`src/rtl/bpsk_frame_sync.sv`:
```
`timescale 1ns/1ps
// -----------------------------------------------------------------------------
// bpsk_frame_sync
//
// Frame synchroniser for a hard-decision BPSK bit stream. Hunts for a 16-bit
// sync word in either polarity, so the 180-degree carrier phase ambiguity is
// resolved. Once locked, it assembles a fixed number of payload bytes and then
// re-checks the sync word that follows. A flywheel tolerates up to
// MISS_LIMIT-1 consecutive bad sync words before it drops back to hunting.
//
// Parameters
//   SYNC_WORD      sync pattern, MSB first on air
//   MAX_ERR        bit mismatches tolerated in a sync match (0..7)
//   PAYLOAD_BYTES  payload bytes between successive sync words
//   MISS_LIMIT     consecutive failed sync checks that drop lock
//
// Ports
//   clk_16M384   in   single clock, rising edge
//   rst_16M384   in   synchronous active-high reset
//   bit_in       in   hard-decision demodulated bit
//   bit_vld      in   qualifies bit_in (at most one cycle in 16)
//   byte_out     out  recovered payload byte, MSB = first received bit
//   byte_vld     out  one-cycle strobe qualifying byte_out
//   frame_start  out  with byte_vld on the first payload byte of a frame
//   locked       out  high while in PAYLOAD or VERIFY
//   inverted     out  lock was acquired on ~SYNC_WORD
// -----------------------------------------------------------------------------
module bpsk_frame_sync #(
  parameter logic [15:0] SYNC_WORD     = 16'hEB90,
  parameter int unsigned MAX_ERR       = 1,
  parameter int unsigned PAYLOAD_BYTES = 8,
  parameter int unsigned MISS_LIMIT    = 3
) (
  input  logic       clk_16M384,
  input  logic       rst_16M384,
  input  logic       bit_in,
  input  logic       bit_vld,
  output logic [7:0] byte_out,
  output logic       byte_vld,
  output logic       frame_start,
  output logic       locked,
  output logic       inverted
);

  localparam int BYTE_W = (PAYLOAD_BYTES > 1) ? $clog2(PAYLOAD_BYTES) : 1;
  localparam int MISS_W = (MISS_LIMIT > 1) ? $clog2(MISS_LIMIT + 1) : 1;

  localparam logic [BYTE_W-1:0] LAST_BYTE = BYTE_W'(PAYLOAD_BYTES - 1);
  localparam logic [MISS_W-1:0] MISS_MAX  = MISS_W'(MISS_LIMIT);
  localparam logic [4:0]        ERR_MAX   = 5'(MAX_ERR);
  localparam logic [4:0]        FILL_FULL = 5'd16;

  typedef enum logic [1:0] {
    HUNT    = 2'd0,
    PAYLOAD = 2'd1,
    VERIFY  = 2'd2
  } state_t;

  // Number of differing bits between two 16-bit words.
  function automatic logic [4:0] hamming16(input logic [15:0] a,
                                           input logic [15:0] b);
    logic [15:0] x;
    logic [4:0]  n;
    x = a ^ b;
    n = '0;
    for (int i = 0; i < 16; i++) begin
      n = n + {4'd0, x[i]};
    end
    return n;
  endfunction

  // Window fill count, saturating once the window holds 16 valid bits.
  function automatic logic [4:0] sat_fill(input logic [4:0] f);
    return (f >= FILL_FULL) ? FILL_FULL : f + 5'd1;
  endfunction

  state_t             state_q, state_d;
  logic [15:0]        win_q, win_d;
  logic [4:0]         fill_q, fill_d;
  logic [3:0]         vcnt_q, vcnt_d;
  logic [2:0]         bit_cnt_q, bit_cnt_d;
  logic [BYTE_W-1:0]  byte_cnt_q, byte_cnt_d;
  logic [MISS_W-1:0]  miss_q, miss_d;
  logic [7:0]         asm_q, asm_d;
  logic [7:0]         byte_out_q, byte_out_d;
  logic               byte_vld_q, byte_vld_d;
  logic               frame_start_q, frame_start_d;
  logic               inverted_q, inverted_d;

  logic [15:0]        win_shift;
  logic [4:0]         fill_inc;
  logic [4:0]         dist_n;
  logic [4:0]         dist_i;
  logic [4:0]         dist_v;
  logic               data_bit;
  logic [7:0]         asm_shift;
  logic [MISS_W-1:0]  miss_inc;

  // The window always includes the bit being accepted this cycle, so a match
  // is recognised on the same edge that shifts in the last sync bit.
  assign win_shift = {win_q[14:0], bit_in};
  assign fill_inc  = sat_fill(fill_q);
  assign dist_n    = hamming16(win_shift, SYNC_WORD);
  assign dist_i    = hamming16(win_shift, ~SYNC_WORD);
  // VERIFY only accepts the polarity locked in HUNT; the opposite one is a miss.
  assign dist_v    = inverted_q ? dist_i : dist_n;
  assign data_bit  = bit_in ^ inverted_q;
  assign asm_shift = {asm_q[6:0], data_bit};
  // Never evaluated with miss_q == MISS_MAX: reaching it leaves VERIFY for HUNT
  // and HUNT clears it on the way back into PAYLOAD.
  assign miss_inc  = miss_q + 1'b1;

  always_comb begin
    state_d       = state_q;
    win_d         = win_q;
    fill_d        = fill_q;
    vcnt_d        = vcnt_q;
    bit_cnt_d     = bit_cnt_q;
    byte_cnt_d    = byte_cnt_q;
    miss_d        = miss_q;
    asm_d         = asm_q;
    byte_out_d    = byte_out_q;
    byte_vld_d    = 1'b0;
    frame_start_d = 1'b0;
    inverted_d    = inverted_q;

    if (bit_vld) begin
      unique case (state_q)
        HUNT: begin
          win_d  = win_shift;
          fill_d = fill_inc;
          if (fill_inc == FILL_FULL) begin
            // Normal polarity wins when both distances are within tolerance.
            if (dist_n <= ERR_MAX) begin
              state_d    = PAYLOAD;
              inverted_d = 1'b0;
              miss_d     = '0;
              bit_cnt_d  = '0;
              byte_cnt_d = '0;
              asm_d      = '0;
            end else if (dist_i <= ERR_MAX) begin
              state_d    = PAYLOAD;
              inverted_d = 1'b1;
              miss_d     = '0;
              bit_cnt_d  = '0;
              byte_cnt_d = '0;
              asm_d      = '0;
            end
          end
        end

        PAYLOAD: begin
          asm_d = asm_shift;
          if (bit_cnt_q == 3'd7) begin
            bit_cnt_d     = '0;
            byte_out_d    = asm_shift;
            byte_vld_d    = 1'b1;
            frame_start_d = (byte_cnt_q == '0);
            if (byte_cnt_q == LAST_BYTE) begin
              byte_cnt_d = '0;
              vcnt_d     = '0;
              state_d    = VERIFY;
            end else begin
              byte_cnt_d = byte_cnt_q + 1'b1;
            end
          end else begin
            bit_cnt_d = bit_cnt_q + 3'd1;
          end
        end

        VERIFY: begin
          win_d = win_shift;
          if (vcnt_q == 4'd15) begin
            vcnt_d    = '0;
            bit_cnt_d = '0;
            if (dist_v <= ERR_MAX) begin
              miss_d  = '0;
              state_d = PAYLOAD;
            end else if (miss_inc == MISS_MAX) begin
              // Drop lock. The closing bit is not kept as a hunt fill bit, so
              // the hunt restarts from an empty window.
              miss_d     = miss_inc;
              state_d    = HUNT;
              win_d      = '0;
              fill_d     = '0;
              inverted_d = 1'b0;
            end else begin
              // Flywheel: trust the frame timing and keep delivering payload.
              miss_d  = miss_inc;
              state_d = PAYLOAD;
            end
          end else begin
            vcnt_d = vcnt_q + 4'd1;
          end
        end

        default: begin
          state_d = HUNT;
        end
      endcase
    end
  end

  always_ff @(posedge clk_16M384) begin
    if (rst_16M384) begin
      state_q       <= HUNT;
      win_q         <= '0;
      fill_q        <= '0;
      vcnt_q        <= '0;
      bit_cnt_q     <= '0;
      byte_cnt_q    <= '0;
      miss_q        <= '0;
      asm_q         <= '0;
      byte_out_q    <= '0;
      byte_vld_q    <= 1'b0;
      frame_start_q <= 1'b0;
      inverted_q    <= 1'b0;
    end else begin
      state_q       <= state_d;
      win_q         <= win_d;
      fill_q        <= fill_d;
      vcnt_q        <= vcnt_d;
      bit_cnt_q     <= bit_cnt_d;
      byte_cnt_q    <= byte_cnt_d;
      miss_q        <= miss_d;
      asm_q         <= asm_d;
      byte_out_q    <= byte_out_d;
      byte_vld_q    <= byte_vld_d;
      frame_start_q <= frame_start_d;
      inverted_q    <= inverted_d;
    end
  end

  assign byte_out    = byte_out_q;
  assign byte_vld    = byte_vld_q;
  assign frame_start = frame_start_q;
  assign locked      = (state_q != HUNT);
  assign inverted    = inverted_q;

endmodule

```
`config.mk`:
```
export PLATFORM = sky130hd
export DESIGN_NAME = bpsk_frame_sync
export DESIGN_NICKNAME = d
export VERILOG_FILES = /design/src/rtl/bpsk_frame_sync.sv
export SDC_FILE = /design/constraint.sdc
export NUM_CORES = 1
export LEC_CHECK = 0
export BUFFER_PORTS_ARGS = -buffer_cell sky130_fd_sc_hd__buf_2
export CAP_MARGIN = 40
export CORE_MARGIN = 4
export CORE_UTILIZATION = 25
export DETAILED_ROUTE_END_ITERATION = 16
export GPL_TIMING_DRIVEN = 0
export MAX_ROUTING_LAYER = met4
export PLACE_DENSITY = 0.45
export SYNTH_ARGS = -nofsm -noshare
export SYNTH_HDL_FRONTEND = slang
export SYNTH_SLANG_ARGS = --single-unit
```
`constraint.sdc`:
```
create_clock -name clk_16M384 -period 4.6 [get_ports clk_16M384]
set_clock_uncertainty 0.15 [all_clocks]
set_input_delay 0.23 -clock clk_16M384 [delete_from_list [all_inputs] [get_ports clk_16M384]]
set_output_delay 0.23 -clock clk_16M384 [all_outputs]
set_load 0.1 [all_outputs]
```
==> metrics <==
number of clock sinks=52; Synth-to-Final Area Change=30.0%; net load switching power=0.000248 W; fraction of synthesized area in multiplexers=0.0166; combinational power share=0.107; post-route clock period utilization=1.05; overall overflow remaining after global route=0; number of vias after detailed routing=2505; maximum number of pins on one net before global-route repair=19; cell-by-cell trace of the critical path=inv_1 > fa_1 > inv_2 > fa_1 > fa_1 > inv_1 > fa_1 > inv_2 > ha_4 > inv_2 > fa_2 > a211o_1 > a2111oi_4 > buf_6 > a221oi_4 > a311oi_4 > buf_6 > a22o_2; result of the run=complete, but fails checks; wirelength, routed=7440 microns; I/O pin total=16; Mapped Nets=387; Compound-Gate Fraction of Synth Area=0.191; final worst-path setup slack=-0.220 ns; H-Tree Depth=2; row count=40; Mapped Avg Cell Area=9.00 sq um; Longest Clk Path Bufs=2; Final Total Pwr=0.000947 W; Critical Path RT=4.69 ns; total of max-cap violations=0; xor-xnor portion of the synthesized cell area=0.00283; All-Layer GR Usage=0.108; Least-Margin Pin Slew=0.596 ns; insertion delay of the later-clocked pin in the worst-skew pair=0.30 ns; worst slew slack as a fraction of its limit=0.602; number of slew-limit violations in the final report=0; First-pass DRT Iterations=4; fraction of power spent switching nets=0.262; routed len/inst=13.3 microns; post-route DRC violation count=0; clock buffer count from CTS=5; arrival time at the worst endpoint=4.91 ns; main combinational cell family by area after synthesis=adder cells; Root Buffer Master=sky130_fd_sc_hd__clkbuf_16; total of warnings raised by yosys=0; DP Wirelength=5360 microns; maximum ir drop on the vdd rail=0.152 mV; IO Port Bufs=14; largest stage delay on the critical path=0.50 ns; commonest non-fill, non-tap cells in the layout=sky130_fd_sc_hd__inv_1 (46), sky130_fd_sc_hd__dfxtp_1 (46), sky130_fd_sc_hd__nand2_1 (43); count of mapped cells out of synthesis=344; Hold Path Class=input port to flip-flop; Synth async-reset ratio=0; Worst Path Class, Setup=flip-flop to flip-flop; Placer Congestion=0.797; library cells used by synthesis=48; Hold Buf Count CTS=0; Int Pwr=0.000699 W; largest driver fanout on the critical path=5; final standard cell area without fillers=4030 sq um; Iter 0 DRT Violations=102; area of the core=12100 sq um; Max Clock Freq=207 MHz; sequential power share=0.481; worst-path cell with the longest stage delay=sky130_fd_sc_hd__fa_1; Nets=432; nature of the critical path startpoint=flip-flop; cell area reported after detailed placement=3410 sq um; final count of hold timing violations=0; shortest period the worst path allows=4.82 ns; primary flip-flop cell chosen by synthesis mapping=sky130_fd_sc_hd__dfxtp_1; critical path's top delay family=adder cells; R2R Setup Slk=-0.22 ns; CTS tree=done; antenna violations before repair=0; via count normalized by instance count=4.49; post-synthesis share of cell area spent on full adders, half adders and majority gates=0.206; fraction of final layout cells with drive strength greater than 1=0.274; most frequent cell on the critical path=sky130_fd_sc_hd__fa_1; Bufs and invs on worst path=7; post-layout utilization of the core=0.334; register area share after synthesis=0.336; vias in the first global route=2490; violations in the final reports=negative setup slack; total die area=14200 sq um; Antenna Cells=0; RSZ-0062 raised after global routing=yes; areal power density over the cells=235 nW/um^2; initial core utilization=0.257; post-placement setup slack=-0.527 ns; clock transition at the registers of the reported paths=0.07 ns; die width=119 microns; Final ANT Viol Nets=0; simple-gate share of the synthesized area=0.165; Crit. End Element=flip-flop; clock network power share=0.412; post-synth design cell area=3100 sq um; chip height=119 microns; static leakage power=1.60 nW; wire length of the first global-routing pass=12400 microns; final setup fails=36; number of enable-type register cells in the synthesized netlist=0; post-synthesis sequential element count=52
## what timing repair did
action,4_1_cts,5_1_grt
endpoints found under the setup margin,37,37
gates cloned,0,2
setup buffers,16,5
gates resized for setup,27,38
pin swaps,15,17
## layout make-up
| cell class | count | area [sq um] |
|---|---|---|
| Inverter | 53 | 201 |
| Clock inverter | 3 | 26.3 |
| Timing Repair Buffer | 38 | 287 |
| Tap cell | 168 | 210 |
| Multi-Input combinational cell | 226 | 2050 |
| Sequential cell | 52 | 1050 |
| Clock buffer | 5 | 125 |
| Buffer | 13 | 67.6 |
| Fill cell | 1252 | 8040 |
## layer usage
metal  track usage  wire length, microns  share of wire  vias up
met2         0.173                  3540           0.48       28
li1              -                     -              -     1264
met3        0.0171                   132          0.018        4
met5             -                     0              0        -
met1         0.144                  3710           0.50     1209
met4        0.0261                    54         0.0073        0
## cells by family (layout without fill, tap and decap cells)
group           count (synthesis)  in the layout
compound gates                 77             77
xor+xnor                        1              1
flops                          52             52
simple gates                  104            104
mux                             5              5
buf+inv                        66            112
fa+ha+maj                      39             39
## stage by stage
stage / setup TNS (ns) / std cells / hold WS, ns
floorplan: -1.15 / 344 / 0.275
global placement: -14.06 / 526 / 0.291
detailed placement: -14.30 / 527 / 0.295
CTS: -6.85 / 551 / 0.156
global route: -11.14 / 558 / 0.192
finish: -4.29 / 558 / 0.170
## worst reg2reg max path: cells and delay by family (launching register included)
family                     cells  cell delay [ns]
AOI/OAI and AO/OA              5             1.24
DFF                            1             0.36
buffers and inverters          7             0.67
adders and majority gates      6             2.37
## synth_stat cells (2+ instances only)
cell type / instances / share of area
sky130_fd_sc_hd__and3_1: 3 / 0.0061
sky130_fd_sc_hd__nor2b_1: 3 / 0.0061
sky130_fd_sc_hd__or4b_1: 2 / 0.0065
sky130_fd_sc_hd__o22ai_1: 2 / 0.0040
sky130_fd_sc_hd__a22o_2: 14 / 0.045
sky130_fd_sc_hd__o21ai_0: 18 / 0.029
sky130_fd_sc_hd__clkbuf_1: 12 / 0.015
sky130_fd_sc_hd__nand4b_1: 2 / 0.0057
sky130_fd_sc_hd__a221oi_1: 2 / 0.0057
sky130_fd_sc_hd__o211ai_1: 3 / 0.0073
sky130_fd_sc_hd__a21oi_1: 20 / 0.032
sky130_fd_sc_hd__fa_1: 20 / 0.13
sky130_fd_sc_hd__mux2i_1: 4 / 0.013
sky130_fd_sc_hd__a211o_1: 2 / 0.0057
sky130_fd_sc_hd__nand3_1: 17 / 0.027
sky130_fd_sc_hd__ha_1: 19 / 0.077
sky130_fd_sc_hd__dfxtp_1: 52 / 0.34
sky130_fd_sc_hd__nand2_1: 44 / 0.053
sky130_fd_sc_hd__o2111ai_1: 2 / 0.0057
sky130_fd_sc_hd__o41ai_1: 5 / 0.014
sky130_fd_sc_hd__inv_1: 52 / 0.063
sky130_fd_sc_hd__nor3_1: 7 / 0.011
sky130_fd_sc_hd__nand2b_1: 4 / 0.0081
sky130_fd_sc_hd__nor2_1: 11 / 0.013
## state kept, by name (all words and copies together), names as in the netlist
signal	cells
inverted	1
byte_vld	1
byte_out	8
state_q	2
vcnt_q	4
fill_q	5
bit_cnt_q	3
frame_start	1
asm_q	7
byte_cnt_q	3
miss_q	2
win_q	15
## power by group through the flow
stage                      logic, W  registers, W  clock network (W)
after CTS                 0.0000884      0.000457           0.000402
after detailed placement  0.0000734      0.000467                  0
final                      0.000101      0.000456           0.000391
after global placement    0.0000722      0.000467                  0
after floorplan           0.0000550      0.000466                  0
after global routing       0.000112      0.000456           0.000419
## final timing paths
path,from,to,cells after the start
min reg2reg,asm_q[6],asm_q[6],2
max,win_q[11],win_q[7],18
max reg2reg,win_q[11],win_q[7],18
min,bit_in,win_q[0],3
No activity file was read; power rests on OpenSTA's default activity.
